**src/rtl/sync_fifo.sv**
```systemverilog
// sync_fifo: single-clock FIFO with full/empty/half occupancy flags and
// registered overflow/underflow pulses for rejected requests.
module sync_fifo #(
  parameter int WIDTH = 8,
  parameter int DEPTH = 16,
  parameter int AW    = $clog2(DEPTH)
) (
  input  logic             clk,
  input  logic             rstn,
  input  logic             wr_enb,
  input  logic [WIDTH-1:0] wr_data,
  input  logic             rd_enb,
  output logic [WIDTH-1:0] rd_data,
  output logic             full,
  output logic             empty,
  output logic             half,
  output logic             overflow,
  output logic             underflow
);

  localparam logic [AW:0] FULL_CNT = (AW+1)'(DEPTH);
  localparam logic [AW:0] HALF_CNT = (AW+1)'(DEPTH / 2);

  // Storage array; no reset so it maps onto block RAM.
  logic [WIDTH-1:0] mem [DEPTH];

  logic [AW-1:0] wr_ptr;
  logic [AW-1:0] rd_ptr;
  logic [AW:0]   count;
  logic          wr_en_ok;
  logic          rd_en_ok;

  // Flags decode straight from the count register.
  assign full  = (count == FULL_CNT);
  assign empty = (count == '0);
  assign half  = (count >= HALF_CNT);

  // A write into a full FIFO is allowed when a read frees a slot in the same cycle.
  assign wr_en_ok = wr_enb && (!full || rd_enb);
  assign rd_en_ok = rd_enb && !empty;

  // Memory write port.
  always_ff @(posedge clk) begin
    if (wr_en_ok) begin
      mem[wr_ptr] <= wr_data;
    end
  end

  // Write pointer advances on every accepted write and wraps naturally.
  always_ff @(posedge clk or negedge rstn) begin
    if (!rstn) begin
      wr_ptr <= '0;
    end else if (wr_en_ok) begin
      wr_ptr <= wr_ptr + AW'(1);
    end
  end

  // Registered read: data appears the cycle after an accepted read, otherwise holds.
  always_ff @(posedge clk or negedge rstn) begin
    if (!rstn) begin
      rd_ptr  <= '0;
      rd_data <= '0;
    end else if (rd_en_ok) begin
      rd_data <= mem[rd_ptr];
      rd_ptr  <= rd_ptr + AW'(1);
    end
  end

  // Occupancy count; simultaneous accepted read and write leave it unchanged.
  always_ff @(posedge clk or negedge rstn) begin
    if (!rstn) begin
      count <= '0;
    end else begin
      unique case ({wr_en_ok, rd_en_ok})
        2'b10:   count <= count + (AW+1)'(1);
        2'b01:   count <= count - (AW+1)'(1);
        default: count <= count;
      endcase
    end
  end

  // One-cycle error pulses for rejected write/read requests.
  always_ff @(posedge clk or negedge rstn) begin
    if (!rstn) begin
      overflow  <= 1'b0;
      underflow <= 1'b0;
    end else begin
      overflow  <= wr_enb && full && !rd_enb;
      underflow <= rd_enb && empty;
    end
  end

endmodule

```
**config.mk**
```make
export PLATFORM = sky130hd
export DESIGN_NAME = sync_fifo
export DESIGN_NICKNAME = d
export VERILOG_FILES = /design/src/rtl/sync_fifo.sv
export SDC_FILE = /design/constraint.sdc
export NUM_CORES = 1
export LEC_CHECK = 0
export CAP_MARGIN = 20
export CORE_UTILIZATION = 46
export DETAILED_ROUTE_END_ITERATION = 6
export GPL_TIMING_DRIVEN = 0
export PLACE_DENSITY = 0.78
export SYNTH_ARGS = -nofsm -noshare
export SYNTH_HDL_FRONTEND = slang
export SYNTH_SLANG_ARGS = --single-unit
```
**constraint.sdc**
```tcl
create_clock -name clk -period 2.5 [get_ports clk]
set_input_delay 0.5 -clock clk [delete_from_list [all_inputs] [get_ports clk]]
set_output_delay 0.5 -clock clk [all_outputs]
set_load 0.02 [all_outputs]
```
==> impl_results.md <==
* Vias per cell at 5.73
* RePlAce Congestion at 0.745
* Worst-path clk slew at 0.06 ns
* Starting density of the core at 0.478
* Post-Place Cells at 519
* Most common cell in the netlist: edfxtp_1
* Setup CP Type: register to register
* Max Slew Vio Count at 0
* Synth unique cells at 37
* Post-synth top flop: edfxtp_1
* Post-synth top cells: edfxtp_1 (128), mux4_2 (27), dfrtp_1 (23)
* Setup violations, final at 0
* Core footprint at 12800 µm²
* Vias in the first global route at 3306
* P_int at between 0.005 and 0.006 W
* Clk pwr share at 0.285
* Setup crit end kind: register
* Upper clock frequency limit at 0.409 GHz
* # hold bufs at CTS at 0
* Unrepaired setup endpoints after global routing: yes
* Maxcap violations at 0
* DIE WIDTH at 117 µm
* Layout cell share with drive strength beyond 1 at 0.308
* Setup ws final at 0.0567 ns
* Worst endpoint required time at 2.79 ns
* Final Cycle Share at 0.977
* Crit-path cells: or3_4, o31a_1, buf_6, ha_4, xor2_2, ha_2, and3b_1, o21ai_1, a21oi_2, xor2_1
* First-pass DRT Iterations at 4
* CTS Sinks at between 150 and 200
* Antenna diodes at 0
* Largest stage delay, worst path at 0.40 ns
* Slowest-stage cell, CP: or3_4
* EDFF count, synth at between 100 and 150
* Critical Path Start: count[0]
* Finished Layout Cells at 562
* GR Util All Layers at 0.198
* I/O Pins at 25
* Total power at 0.00847 W
* Critical Path AT at 2.73 ns
* Pwr Density at 1150 nW/µm²
* Die area at 13700 µm²
* Reg power frac at 0.394
* CP Max Fanout at 6
* Status: complete, no violations
* P&R area growth vs syn at 20.9%
* WL/cell at 21.7 µm
* Multi-input gate area at approximately 1600 µm²
* Layout Nets at 397
* Reported net switching power at 0.00259 W
* Synth top area cells: edfxtp_1 (63%), mux4_2 (10%), dfrtp_1 (9.4%)
* Mapped Cells at 316
* Post-route DRC at 0
* Place WS at -0.413 ns
* Reg-to-reg startpoint: count[0]
* Top-area cell type share of the netlist area at 0.629
* #FFs+latches synth at 151
* Final HPWL DP at ~7700 µm
* Power share of the combinational group at 0.321
* Post-Syn Area at 6110 µm²
* CTS Buf Count at 17
* Skew final at about 0.0066 ns
* Pleak at about 2.5 nW
* Peak supply drop at 0.668 mV
* Port Buf Inserts at 24
* Setup TNS at 0 ns
* First-pass GRT wire length at 18700 µm
* Vias at 3218
* Antenna violations before repair at 0
* Max_slew headroom at 0.435
* Worst slew pin tran at 0.845 ns
* Asr flop ratio synth at 0.152
* Number of fill cells at between 900 and 1000
* Post-route ant nets at 0
* Final wirelength at 12200 µm
* Sequential standard cell area at 4420 µm²
* CTS Root Cell: clkbuf_16
* Synth warnings at 0
* Largest net degree at the start of global routing at 24
* Sequential cell area fraction in the yosys report at 0.724
* Worst-Skew Late Latency at 0.42 ns
* Die height at roughly 120 µm
* Syn nets at roughly 340
* Tmin final at 2.44 ns
* Area leader, netlist: edfxtp_1
* Hold Path Class: input pin to async pin
* Final Hold Fails at 0
* Switch share at 0.306
* CTS H-tree depth at 4
* Initial drt markers at 265
* Startpoint types: register
* Grt ovf at 0
* Synthesized area per cell at around 19 µm²
* Std-Cell Rows at ~40
* CTS tree: yes
* Maximum buffer depth of the clock tree at 2
==> final timing paths <==
check,end,slack [ns],depth (start not counted)
max in group asynchronous,rd_data[0],1.48,2
min in group clk,rd_data[1],0.59,2
hold reg to reg,rd_data[1],0.59,2
setup / recovery,count[4],0.06,10
setup reg to reg,count[4],0.06,10
hold / removal,count[3],0.50,1
==> flip-flops by register name, summed over array words and instances (netlist names) <==
signal and flops:
count 5, mem 128, overflow 1, rd_data 8
rd_ptr 4, underflow 1, wr_ptr 4
==> layer usage <==
metal	up-vias	wire length [µm]	track usage
li1	1398	-	-
met1	1679	4970	0.242
met2	117	6280	0.324
met3	24	669	0.0659
met4	0	272	0.0852
met5	-	0	0
==> critical path: cells and delay by family, from the launching register on <==
kind	cells	cell delay, ns
and+or+nand+nor	2	0.57
AOI/OAI and AO/OA	3	0.57
DFF	1	0.39
adders and majority gates	2	0.35
xor gates and xnor gates	2	0.28
buffers and inverters	1	0.14
==> power groups by stage <==
| stage | logic, W | clock network, W | registers, W |
|---|---|---|---|
| after floorplan | 0.00172 | 0 | 0.00340 |
| after global placement | 0.00241 | 0 | 0.00337 |
| after detailed placement | 0.00254 | 0 | 0.00339 |
| after CTS | 0.00264 | 0.00245 | 0.00333 |
| after global routing | 0.00291 | 0.00254 | 0.00337 |
| final | 0.00272 | 0.00242 | 0.00334 |
==> kinds of logic after synthesis <==
| family | count (synthesis) | share of synthesized area |
|---|---|---|
| flops | 151 | 0.724 |
| mux | 42 | 0.140 |
| simple gates | 38 | 0.0348 |
| compound gates | 36 | 0.0385 |
| buf+inv | 28 | 0.0285 |
| xor+xnor | 13 | 0.0186 |
| fa+ha+maj | 8 | 0.0164 |
==> cell usage in the layout, fill, tap and decap left out, drive strengths merged, types with 3 or more instances in the layout <==
cell type,n
a21oi,12
mux4,32
xor2,7
clkinv,8
ha,8
buf,35
nor4,5
nand2,4
xnor2,6
and3,4
nor3,5
clkbuf,20
clkinvlp,3
nor2,7
inv,10
o21ai,3
mux2,10
edfxtp,128
dfrtp,23
o22ai,16
clkdlybuf4s50,22
==> layout make-up <==
class	count	area share
clock inverter	14	0.0178
tap	172	0.0292
inverter	9	0.00627
clock buffer	18	0.0581
timing repair buffer	44	0.0541
buffer	17	0.0175
sequential	151	0.599
multi-input combinational	137	0.218
==> per-stage QoR <==
| stage | hold WS (ns) | util | instance area, µm² |
|---|---|---|---|
| floorplan | 0.204 | - | 6140 |
| global placement | 0.535 | 0.516 | 6590 |
| detailed placement | 0.564 | 0.523 | 6680 |
| CTS | 0.588 | 0.570 | 7290 |
| global route | 0.547 | 0.578 | 7380 |
| finish | 0.495 | 0.578 | 7380 |
==> repair_timing <==
item,in CTS,in global routing
resized for setup,8,8
buffers inserted,6,6
pin swaps,9,7
setup endpoints to repair,6,40
endpoints found under the hold margin,0,0
Note: power is estimated with default switching activity, not from simulation.
